===== src/rtl/hazard_control_unit.sv =====
// rtl/hazard_control_unit.sv - load-use/branch hazard detection, forwarding, stall and freeze control
// Optional statistics counters (stall_count, flush_count): define HAZARD_STATS_EN
module hazard_control_unit (
  input  logic        clk,
  input  logic        rst_n,
  input  logic        id_valid,
  input  logic [4:0]  id_rs1,
  input  logic [4:0]  id_rs2,
  input  logic        id_use_rs1,
  input  logic        id_use_rs2,
  input  logic [4:0]  id_rd,
  input  logic        id_regwrite,
  input  logic        id_memread,
  input  logic        id_beq,
  input  logic        id_jal,
  input  logic        id_jalr,
  input  logic        br_equal,
  input  logic        mem_ready,
  output logic        pc_write,
  output logic        ifid_write,
  output logic        ifid_flush,
  output logic        idex_bubble,
  output logic        pipe_en,
  output logic [1:0]  pc_src,
  output logic [1:0]  fwd_a,
  output logic [1:0]  fwd_b,
  output logic        fwd_id_a,
  output logic        fwd_id_b,
  output logic [1:0]  state
`ifdef HAZARD_STATS_EN
  ,
  output logic [15:0] stall_count,
  output logic [15:0] flush_count
`endif
);

  typedef enum logic [1:0] {
    ST_RUN    = 2'b00,
    ST_STALL  = 2'b01,
    ST_FREEZE = 2'b10
  } state_e;

  state_e state_q;

  // Shadow copy of the destination/source fields travelling down the real pipeline
  logic [4:0] ex_rd_q, ex_rs1_q, ex_rs2_q;
  logic       ex_rw_q, ex_mr_q;
  logic [4:0] mem_rd_q;
  logic       mem_rw_q, mem_mr_q;
  logic [4:0] wb_rd_q;
  logic       wb_rw_q;

  logic [4:0] ex_rd_d, ex_rs1_d, ex_rs2_d;
  logic       ex_rw_d, ex_mr_d;

  logic       freeze;
  logic       hazard;
  logic       stall;
  logic       redirect;
  logic       id_ex_hit;
  logic       id_mem_hit;

  // x0 is hard-wired zero, so a write to it never produces a dependency
  function automatic logic reg_hit(input logic [4:0] rd, input logic [4:0] rs);
    return (rd != 5'd0) && (rd == rs);
  endfunction

  // MEM result wins over WB because it is the younger producer
  function automatic logic [1:0] fwd_sel(input logic [4:0] rs,
                                         input logic [4:0] m_rd, input logic m_rw, input logic m_mr,
                                         input logic [4:0] w_rd, input logic w_rw);
    if (m_rw && !m_mr && reg_hit(m_rd, rs)) return 2'b10;
    if (w_rw && reg_hit(w_rd, rs))          return 2'b01;
    return 2'b00;
  endfunction

  // Hazard detection: loads in EX stall everyone; ID-resolved transfers also wait on EX ALU results and MEM loads
  always_comb begin
    id_ex_hit  = (id_use_rs1 && reg_hit(ex_rd_q, id_rs1)) || (id_use_rs2 && reg_hit(ex_rd_q, id_rs2));
    id_mem_hit = (id_use_rs1 && reg_hit(mem_rd_q, id_rs1)) || (id_use_rs2 && reg_hit(mem_rd_q, id_rs2));
    hazard     = id_valid &&
                 ((ex_mr_q && id_ex_hit) ||
                  ((id_beq || id_jalr) && ((ex_rw_q && id_ex_hit) || (mem_mr_q && id_mem_hit))));
    freeze     = !mem_ready;
    stall      = hazard && !freeze;
    redirect   = id_valid && !freeze && !hazard && ((id_beq && br_equal) || id_jal || id_jalr);
  end

  // Next ID/EX shadow entry: a squashed or empty slot becomes an all-zero NOP
  always_comb begin
    ex_rd_d  = 5'd0;
    ex_rs1_d = 5'd0;
    ex_rs2_d = 5'd0;
    ex_rw_d  = 1'b0;
    ex_mr_d  = 1'b0;
    if (id_valid && !stall) begin
      ex_rd_d  = id_rd;
      ex_rs1_d = id_rs1;
      ex_rs2_d = id_rs2;
      ex_rw_d  = id_regwrite;
      ex_mr_d  = id_memread;
    end
  end

  // Shadow pipeline advances in lock-step with the datapath and holds while frozen
  always_ff @(posedge clk or negedge rst_n) begin
    if (!rst_n) begin
      ex_rd_q  <= 5'd0;
      ex_rs1_q <= 5'd0;
      ex_rs2_q <= 5'd0;
      ex_rw_q  <= 1'b0;
      ex_mr_q  <= 1'b0;
      mem_rd_q <= 5'd0;
      mem_rw_q <= 1'b0;
      mem_mr_q <= 1'b0;
      wb_rd_q  <= 5'd0;
      wb_rw_q  <= 1'b0;
    end else if (mem_ready) begin
      ex_rd_q  <= ex_rd_d;
      ex_rs1_q <= ex_rs1_d;
      ex_rs2_q <= ex_rs2_d;
      ex_rw_q  <= ex_rw_d;
      ex_mr_q  <= ex_mr_d;
      mem_rd_q <= ex_rd_q;
      mem_rw_q <= ex_rw_q;
      mem_mr_q <= ex_mr_q;
      wb_rd_q  <= mem_rd_q;
      wb_rw_q  <= mem_rw_q;
    end
  end

  // Control FSM; leaving FREEZE goes straight to STALL if the held instruction still has a hazard
  always_ff @(posedge clk or negedge rst_n) begin
    if (!rst_n) begin
      state_q <= ST_RUN;
    end else begin
      case (state_q)
        ST_RUN:    if (freeze) state_q <= ST_FREEZE;
                   else if (hazard) state_q <= ST_STALL;
        ST_STALL:  if (freeze) state_q <= ST_FREEZE;
                   else if (!hazard) state_q <= ST_RUN;
        ST_FREEZE: if (!freeze) state_q <= hazard ? ST_STALL : ST_RUN;
        default:   state_q <= ST_RUN;
      endcase
    end
  end

  // Outputs: freeze beats stall beats redirect; reset forces the idle values immediately
  always_comb begin
    pc_write    = 1'b1;
    ifid_write  = 1'b1;
    pipe_en     = 1'b1;
    ifid_flush  = 1'b0;
    idex_bubble = 1'b0;
    pc_src      = 2'b00;
    fwd_a       = 2'b00;
    fwd_b       = 2'b00;
    fwd_id_a    = 1'b0;
    fwd_id_b    = 1'b0;
    if (rst_n) begin
      pipe_en     = !freeze;
      pc_write    = !freeze && !hazard;
      ifid_write  = !freeze && !hazard;
      idex_bubble = stall;
      ifid_flush  = redirect;
      if (redirect) pc_src = id_jalr ? 2'b10 : 2'b01;
      fwd_a    = fwd_sel(ex_rs1_q, mem_rd_q, mem_rw_q, mem_mr_q, wb_rd_q, wb_rw_q);
      fwd_b    = fwd_sel(ex_rs2_q, mem_rd_q, mem_rw_q, mem_mr_q, wb_rd_q, wb_rw_q);
      fwd_id_a = mem_rw_q && !mem_mr_q && reg_hit(mem_rd_q, id_rs1);
      fwd_id_b = mem_rw_q && !mem_mr_q && reg_hit(mem_rd_q, id_rs2);
    end
  end

  assign state = state_q;

`ifdef HAZARD_STATS_EN
  logic [15:0] stall_cnt_q;
  logic [15:0] flush_cnt_q;

  // Saturating event counters for stall and flush cycles
  always_ff @(posedge clk or negedge rst_n) begin
    if (!rst_n) begin
      stall_cnt_q <= 16'd0;
      flush_cnt_q <= 16'd0;
    end else begin
      if (stall && (stall_cnt_q != 16'hFFFF))    stall_cnt_q <= stall_cnt_q + 16'd1;
      if (redirect && (flush_cnt_q != 16'hFFFF)) flush_cnt_q <= flush_cnt_q + 16'd1;
    end
  end

  assign stall_count = stall_cnt_q;
  assign flush_count = flush_cnt_q;
`endif

endmodule


===== config.mk =====
export PLATFORM = sky130hd
export DESIGN_NAME = hazard_control_unit
export DESIGN_NICKNAME = d
export VERILOG_FILES = /design/src/rtl/hazard_control_unit.sv
export SDC_FILE = /design/constraint.sdc
export NUM_CORES = 1
export LEC_CHECK = 0
export CORE_MARGIN = 8
export CORE_UTILIZATION = 35
export DETAILED_ROUTE_END_ITERATION = 7
export PLACE_DENSITY_LB_ADDON = 0.2
export RECOVER_POWER = 50
export SYNTH_ARGS = -nofsm -noshare
export SYNTH_HDL_FRONTEND = slang
export SYNTH_SLANG_ARGS = --single-unit

===== constraint.sdc =====
create_clock -name clk -period 5.3 [get_ports clk]
set_input_delay 1.06 -clock clk [delete_from_list [all_inputs] [get_ports clk]]
set_output_delay 1.06 -clock clk [all_outputs]
set_load 0.03 [all_outputs]

==> results of run 1 <==
## final cells by class
type	instances	area share
multi-input cells	121	0.407
flip-flops and latches	32	0.326
repair buffers	46	0.177
clock buffers	7	0.0392
well taps	70	0.0356
clock inverters	1	0.0122
inverters	2	0.00305
## metrics by stage
stage	instance area, sq um	util
after floorplan	1890	-
after CTS	2460	0.477
after detailed placement	2340	0.452
after global routing	2460	0.475
after global placement	2340	0.452
final	2460	0.475
## power by group through the flow
stage	combinational (W)	sequential, W	clock [W]
final	0.000142	0.000303	0.000257
after global routing	0.000157	0.000308	0.000272
after CTS	0.000144	0.000303	0.000261
after detailed placement	0.000143	0.000308	0
after global placement	0.000139	0.000306	0
after floorplan	0.0000993	0.000290	0
## flip-flops by register name (all words and copies together), names as in the netlist
register  count
ex_rs2_q      5
mem_rd_q      5
ex_rd_q       5
mem_rw_q      1
wb_rw_q       1
mem_mr_q      1
ex_rw_q       1
state         2
wb_rd_q       5
ex_mr_q       1
ex_rs1_q      5
## critical path, cell delays in order
cell             delay, ns
clkdlybuf4s50_1       0.55
xor2_1                0.20
nor4_2                0.08
a32oi_1               0.28
o211a_4               0.37
and4_2                0.27
clkdlybuf4s50_1       0.67
## synth_stat cells (3+ instances only)
cell,instances
buf_2,6
nor2_1,6
xnor2_1,8
a32o_1,17
xor2_1,32
or4_1,4
and2_1,3
clkbuf_1,4
dfrtp_1,32
mux2_2,12
a21oi_1,3
nand2_1,6
nor4_1,6
## metal layers
metal | wire, um | vias up | track usage
met3 | 269 | 5 | 0.0450
li1 | - | 703 | -
met1 | 2280 | 771 | 0.165
met4 | 59 | 0 | 0.0498
met2 | 2630 | 42 | 0.250
met5 | 0 | - | 0
## path summary, 6_finish.rpt
check | startpoint | end | cells after the start
max in group asynchronous | rst_n | wb_rd_q[1] | 2
min in group asynchronous | rst_n | mem_mr_q | 1
worst min-delay path | ex_mr_q | ex_mr_q | 1
worst max register to register | ex_rd_q[3] | ex_rd_q[0] | 5
worst max-delay path | id_rs2[0] | pc_src[1] | 7
worst min register to register | ex_mr_q | ex_mr_q | 1
## cell families after synthesis
logic type,share of synthesized area
AND/OR/NAND/NOR,0.128
flip-flops,0.424
XOR/XNOR,0.185
buffers and inverters,0.0476
multiplexers,0.0715
AO/OA/AOI/OAI,0.144
==> qor.yml, run 1 <==
yosys:
  synth_seq_cells: 32
  synth_warnings: 0
  syn_inst: 169
  synth_area_sq_mm: 0.00189
  synth_cell_types: 37
  synth_top_area_frac: 0.424
  postSynthAreaPerCell_sq_um: 11.2
  synthArstFlopShare: 1.00
  synth.largest_area_cell: "dfrtp_1"
  synth_top_cells_by_area: "dfrtp_1, xor2_1, a32o_1"
  ys_seq_area_frac: 0.424
  synth_edf_count: 0
  synth_nets: 196
  synth_flop_cell: "dfrtp_1"
clock_tree:
  postCtsSetupBuffers: 0
  clk_path_buf_depth: 2
  clkTransAtPathRegs_ns: 0.06
  clk_latency_ns: 0.29
  cts-hold-fix-buffers: 0
  cts_htree_levels: 2
  cts-resized-gates: 0
  cts_tree: "built"
  cts-root-buf: "clkbuf_8"
  cts_buffers: 5
  clock-sinks: 32
detailed_routing:
  post_drt_wl_per_cell_um: 18.8
  vias: 1521
  drt_iter0_drc: 50
  drc: 0
  viasPerCell: 5.45
  ant_nets: 0
  drt_wl_total_mm: 5.24
  first_pass_iters: 4
global_route:
  grt_max_degree: 24
  grt_pass1_wl_mm: 8.62
  antenna_found_initial: 0
  grt_overflow: 0
  grt_pass1_vias: 1708
  grt_util_all_layers: 0.145
timing:
  fmax_mhz: 220
  tightest_slew_ns: 1.05
  setup_tns_ns: 0
  setup_ws_ns: 0.757
  fin_crit_ns: 4.54
  rsz0062_at_grt: "false"
  fin_skew_ns: 0.00324
  maxSlewViolCount: 0
  slew_headroom: 0.302
  fin_crit_sh: 0.857
  finalSetupViolCount: 0
  hold_viol: 0
  fin_hold_ws_ns: 0.508
place:
  port-buffer-count: 41
  globalplace.congestion: 0.804
  pre_cts_ws_ns: 0.839
  post-place-cells: 271
  dp_hpwl_mm: 3.92
pwr:
  power.total_w: 0.000702
  power_switching_share: 0.276
  p_leak_nw: 1.05
  p_comb_frac: 0.202
  power.clock.fraction: 0.366
  ir_worst_vdd_uv: 134
  powerDensity_mw_per_mm2: 286
  share_seq_of_total_power: 0.432
  p_int_w: 0.000509
  p_sw_w: 0.000194
layout:
  area_growth_pct: 30.0
  register_area_sq_um: 801
  nets: 235
  multiInputGateArea_sq_um: 1000
  layout-drive-gt1-share: 0.158
  layout.cells.non_filler: 279
  diodes: 0
  layout_common_cells: "clkdlybuf4s50_1, xor2_1, dfrtp_1"
  n_fill_cell: 479
  final_common_cell: "clkdlybuf4s50_1"
die:
  core_sq_mm: 0.00517
  die_w_um: 89.5
  dieArea_sq_mm: 0.00801
  ios: 42
  dieHeight_um: 89.5
  start_util: 0.366
  rows: 26
setup_path:
  cp_max_fo: 23
  critPathCaptureType: "output pin"
  crit_type: "in -> out"
  worstSetupStartpointType: "primary input"
  r2r_setup_slack_ns: 3.38
  required_ns: 4.24
  arrival_ns: 3.48
status:
  outcome: "complete, no violations"
hold_path:
  hold_class: "reg -> reg"
run:
  cap_viol_max_count: 0
No activity file was read; power rests on OpenSTA's default activity.
==> run 2: changes to the inputs <==
CORE_UTILIZATION = 50   (was 35)
SKIP_LAST_GASP = 1   (was not set)
SLEW_MARGIN = 20   (was not set)
==> qor.yml, run 2 (synthesis gave the netlist of run 1 again) <==
timing:
  fin_crit_sh: 0.852  # -0.00488
  fmax_mhz: 221  # +0.57%
  setup_tns_ns: 0  # unchanged
  fin_skew_ns: 0.00651  # +0.00327 ns
  tightest_slew_ns: 0.949  # -0.0985 ns
  maxSlewViolCount: 0  # unchanged
  slew_headroom: 0.368  # +0.0657
  fin_hold_ws_ns: 0.507  # -0.000197 ns
  finalSetupViolCount: 0  # unchanged
  rsz0062_at_grt: "false"
  hold_viol: 0  # unchanged
  fin_crit_ns: 4.52  # -0.0259 ns
global_route:
  grtUsageMet2: 0.278  # +0.0282
  grt_pass1_vias: 1612  # -5.6%
  met1_usage: 0.185  # +0.0199
  grt_max_degree: 24  # unchanged
  use_met3: 0.0518  # +0.00681
  grt_util_all_layers: 0.163  # +0.0175
  top_usage_layer: "met2"
  grt_overflow: 0  # unchanged
  grt_pass1_wl_mm: 7.89  # -8.5%
  antenna_found_initial: 0  # unchanged
place:
  dp_hpwl_mm: 3.67  # -6.2%
  port-buffer-count: 41  # unchanged
  post-place-cells: 249  # -8.1%
  globalplace.congestion: 0.946  # +18%
detailed_routing:
  drt_iter0_drc: 65  # +30%
  drt_wl_total_mm: 4.83  # -7.8%
  viasPerCell: 5.78  # +6.0%
  first_pass_iters: 4  # unchanged
  vias: 1485  # -2.4%
  ant_nets: 0  # unchanged
  drc: 0  # unchanged
  post_drt_wl_per_cell_um: 18.8  # +0.14%
clock_tree:
  cts-resized-gates: 0  # unchanged
  cts_htree_levels: 2  # unchanged
  postCtsSetupBuffers: 0  # unchanged
  cts-hold-fix-buffers: 0  # unchanged
  clock-sinks: 32  # unchanged
  clk_latency_ns: 0.29  # about the same
  clk_path_buf_depth: 2  # unchanged
  cts_tree: "built"
  clkTransAtPathRegs_ns: 0.07  # about the same
  cts_buffers: 5  # unchanged
  cts-root-buf: "clkbuf_8"
setup_path:
  cp_max_fo: 23  # unchanged
  endpoint: "pc_src[1]"
  critPathCaptureType: "output pin"
  startpoint: "id_rs2[3]"
  reg2reg_from: "mem_rd_q[1]"
  arrival_ns: 3.46  # -0.02 ns
  r2r_setup_slack_ns: 3.33  # -0.05 ns
  required_ns: 4.24  # about the same
  worstSetupStartpointType: "primary input"
  rr_worst_depth: 5  # unchanged
  reg2reg_to: "ex_rs2_q[0]"
  crit_type: "in -> out"
layout:
  layout.cells.non_filler: 257  # -7.9%
  nets: 235  # unchanged
  layout_common_cells: "clkdlybuf4s50_1, xor2_1, dfrtp_1"
  diodes: 0  # unchanged
  final_common_cell: "clkdlybuf4s50_1"
  area_growth_pct: 26.9
  layout-drive-gt1-share: 0.163  # +0.00478
die:
  start_util: 0.516  # +0.151
  die_w_um: 77.5  # -13%
  core_sq_mm: 0.00366  # -29%
  dieArea_sq_mm: 0.00600  # -25%
  dieHeight_um: 77.5  # -13%
  rows: 22  # -15%
  ios: 42  # unchanged
pwr:
  p_sw_w: 0.000188  # -2.9%
  p_leak_nw: 1.04  # -0.94%
  power_switching_share: 0.296  # +0.0205
  power.clock.fraction: 0.301  # -0.065
  power.total_w: 0.000635  # -9.6%
  ir_worst_vdd_uv: 172  # +28%
  share_seq_of_total_power: 0.478  # +0.046
  powerDensity_mw_per_mm2: 264  # -7.5%
  p_comb_frac: 0.221  # +0.019
  p_int_w: 0.000446  # -12%
hold_path:
  holdCritStartpoint: "state[1]"
  hold_class: "reg -> reg"
  hold_depth: 1  # unchanged
run:
  cap_viol_max_count: 0  # unchanged
status:
  outcome: "complete, no violations"
run 2: critical path, stage by stage:
cell,delay (ns)
clkdlybuf4s50_1,0.54
xor2_1,0.21
nor4_2,0.07
a32oi_1,0.24
o211a_4,0.36
and4_2,0.27
clkdlybuf4s50_1,0.69
run 2: per-stage QoR:
| step | utilization | cell area (sq um) | setup WS [ns] |
|---|---|---|---|
| after global routing | 0.656 | 2400 | 0.509 |
| after CTS | 0.657 | 2400 | 0.812 |
| after global placement | 0.631 | 2310 | 0.862 |
| after detailed placement | 0.631 | 2310 | 0.826 |
| final | 0.656 | 2400 | 0.783 |
| after floorplan | - | 1890 | 1.43 |
run 2: layout make-up:
cell class	count	area, sq um
Fill cell	319	1260
Multi-Input combinational cell	121	1000
Tap cell	48	60.1
Clock buffer	6	82.6
Inverter	2	7.51
Clock inverter	2	10.0
Sequential cell	32	801
Timing Repair Buffer	46	439
run 2: power groups by stage:
stage	Combinational (W)	Sequential (W)	Clock [W]
after CTS	0.000142	0.000303	0.000197
final	0.000140	0.000303	0.000191
after global routing	0.000154	0.000306	0.000206
after floorplan	0.0000993	0.000290	0
after detailed placement	0.000141	0.000308	0
after global placement	0.000137	0.000306	0
run 2: worst min-delay path by stage:
stage | slack (ns) | endpoint
after detailed placement | 0.50 | state[1]
final | 0.51 | state[0]
after global placement | 0.48 | state[1]
after CTS | 0.51 | state[1]
after floorplan | 0.47 | ex_rw_q
after global routing | 0.53 | state[0]
run 2: routing by layer:
layer	share of wire	wire, um
met1	0.41	1960
met2	0.52	2490
met3	0.061	296
met4	0.018	87
met5	0	0
==> run 3: changes to the inputs <==
GPL_TIMING_DRIVEN = 0   (was not set)
==> qor.yml, run 3 (synthesis gave the netlist of run 1 again) <==
setup_path:
  cp_max_fo: 33  # +43%
  cp.buffers_inverters: 3  # +1
  rr_worst_depth: 7  # +2
  reg2reg_from: "mem_rd_q[1]"
  cp_top_family: "buffers and inverters"
  crit_type: "in -> out"
  worstSetupStartpointType: "primary input"
  arrival_ns: 3.66  # +0.20 ns
  reg2reg_to: "ex_rs2_q[3]"
  critPathCaptureType: "output pin"
  required_ns: 4.24  # about the same
  cp_slowest_cell: "clkdlybuf4s50_1"
  crit_chain: "buf_2 -> clkbuf_1 -> o211ai_1 -> or4_1 -> nor4_1 -> clkdlybuf4s50_1"
  critical-path-max-stage-delay_ns: 0.72  # +0.03 ns
  r2r_setup_slack_ns: 3.36  # +0.03 ns
die:
  start_util: 0.516  # unchanged
  dieHeight_um: 77.5  # unchanged
  dieArea_sq_mm: 0.00600  # unchanged
  ios: 42  # unchanged
  die_w_um: 77.5  # unchanged
  rows: 22  # unchanged
  core_sq_mm: 0.00366  # unchanged
pwr:
  share_seq_of_total_power: 0.473  # -0.005
  power_switching_share: 0.297  # +0.00108
  p_sw_w: 0.000184  # -2.2%
  ir_worst_vdd_uv: 149  # -13%
  powerDensity_mw_per_mm2: 255  # -3.5%
  p_comb_frac: 0.249  # +0.028
  p_int_w: 0.000434  # -2.7%
  p_leak_nw: 1.05  # +1.0%
  power.clock.fraction: 0.278  # -0.023
layout:
  fin_area_sq_mm: 0.00242  # +0.94%
  layout_common_cells: "clkdlybuf4s50_1, xor2_1, dfrtp_1"
  layout.cells.non_filler: 264  # +2.7%
  final_common_cell: "clkdlybuf4s50_1"
  fin_util: 0.662  # +0.00615
  diodes: 0  # unchanged
  nets: 243  # +3.4%
  area_growth_pct: 28.1
  layout-drive-gt1-share: 0.162  # -0.000642
detailed_routing:
  post_drt_wl_per_cell_um: 18.5  # -1.6%
  vias: 1522  # +2.5%
  ant_nets: 0  # unchanged
  highest_layer: "met4"
  dr_wl_met2_mm: 2.52  # +1.2%
  first_pass_iters: 4  # unchanged
  drt_wl_total_mm: 4.88  # +1.1%
  wl_met1_mm: 1.91  # -2.1%
  drc: 0  # unchanged
  drt_iter0_drc: 94  # +45%
  viasPerCell: 5.77  # -0.23%
  routed-wl-met3_um: 273  # -7.8%
timing:
  slew_headroom: 0.529  # +0.161
  tightest_slew_ns: 0.707  # -0.242 ns
  fin_crit_sh: 0.891  # +0.0392
  fmax_mhz: 212  # -4.4%
  fin_skew_ns: 0.00774  # +0.00123 ns
  hold_viol: 0  # unchanged
  setup_tns_ns: 0  # unchanged
  rsz0062_at_grt: "false"
  maxSlewViolCount: 0  # unchanged
  finalSetupViolCount: 0  # unchanged
  fin_crit_ns: 4.72  # +0.208 ns
clock_tree:
  cts_buffers: 5  # unchanged
  cts-resized-gates: 0  # unchanged
  clock-sinks: 32  # unchanged
  cts-hold-fix-buffers: 0  # unchanged
  postCtsSetupBuffers: 0  # unchanged
  cts-root-buf: "clkbuf_8"
  clk_latency_ns: 0.28  # about the same
  clk_path_buf_depth: 2  # unchanged
  cts_htree_levels: 2  # unchanged
  cts_tree: "built"
  clkTransAtPathRegs_ns: 0.06  # about the same
place:
  post-place-cells: 257  # +3.2%
  globalplace.congestion: 0.904  # -4.5%
  dp_hpwl_mm: 3.82  # +4.0%
  port-buffer-count: 40  # -2.4%
  placed_area_sq_mm: 0.00235  # +1.5%
run:
  cap_viol_max_count: 0  # unchanged
global_route:
  grt_util_all_layers: 0.169  # +0.00631
  grt_max_degree: 34  # +42%
  grt_pass1_vias: 1653  # +2.5%
  grt_pass1_wl_mm: 8.09  # +2.6%
  antenna_found_initial: 0  # unchanged
  grt_overflow: 0  # unchanged
hold_path:
  hold_depth: 1  # unchanged
  min_to: "state[0]"
  holdCritStartpoint: "state[1]"
  hold_class: "reg -> reg"
status:
  outcome: "complete, no violations"
-- run 3: worst max path at each step --
stage | startpoint | cells past startpoint | to | slack [ns]
after CTS | rst_n | 6 | fwd_a[0] | 0.52
after detailed placement | rst_n | 6 | fwd_a[0] | 0.53
after floorplan | rst_n | 4 | fwd_a[0] | 1.43
after global routing | rst_n | 6 | fwd_b[0] | 0.22
final | rst_n | 6 | fwd_a[0] | 0.58
after global placement | rst_n | 6 | fwd_a[0] | -0.35
-- run 3: per-stage QoR --
stage,total power (W),worst slack [ns],hold WS [ns]
3_3_place_gp,0.000446,-0.346,0.472
5_1_grt,0.000651,0.224,0.525
6_report,0.000618,0.575,0.489
2_1_floorplan,0.000390,1.43,0.473
4_1_cts,0.000624,0.519,0.490
3_5_place_dp,0.000451,0.526,0.479
-- run 3: final cells by class --
cell class	instances	area (sq um)
Inverter	2	7.51
Sequential cell	32	801
Clock buffer	6	72.6
Multi-Input combinational cell	121	1000
Clock inverter	1	5.00
Buffer	14	81.3
Timing Repair Buffer	40	395
Fill cell	291	1240
Tap cell	48	60.1
-- run 3: layer usage --
layer	global-route usage	vias up
met5	0	-
met4	0.0943	0
met3	0.0495	17
met2	0.287	47
met1	0.185	748
li1	-	710
-- run 3: power groups by stage --
stage               combinational (W)  clock [W]  sequential, W
finish                       0.000154   0.000172       0.000292
global route                 0.000169   0.000187       0.000296
CTS                          0.000156   0.000176       0.000292
detailed placement           0.000155          0       0.000297
global placement             0.000151          0       0.000295
floorplan                   0.0000993          0       0.000290
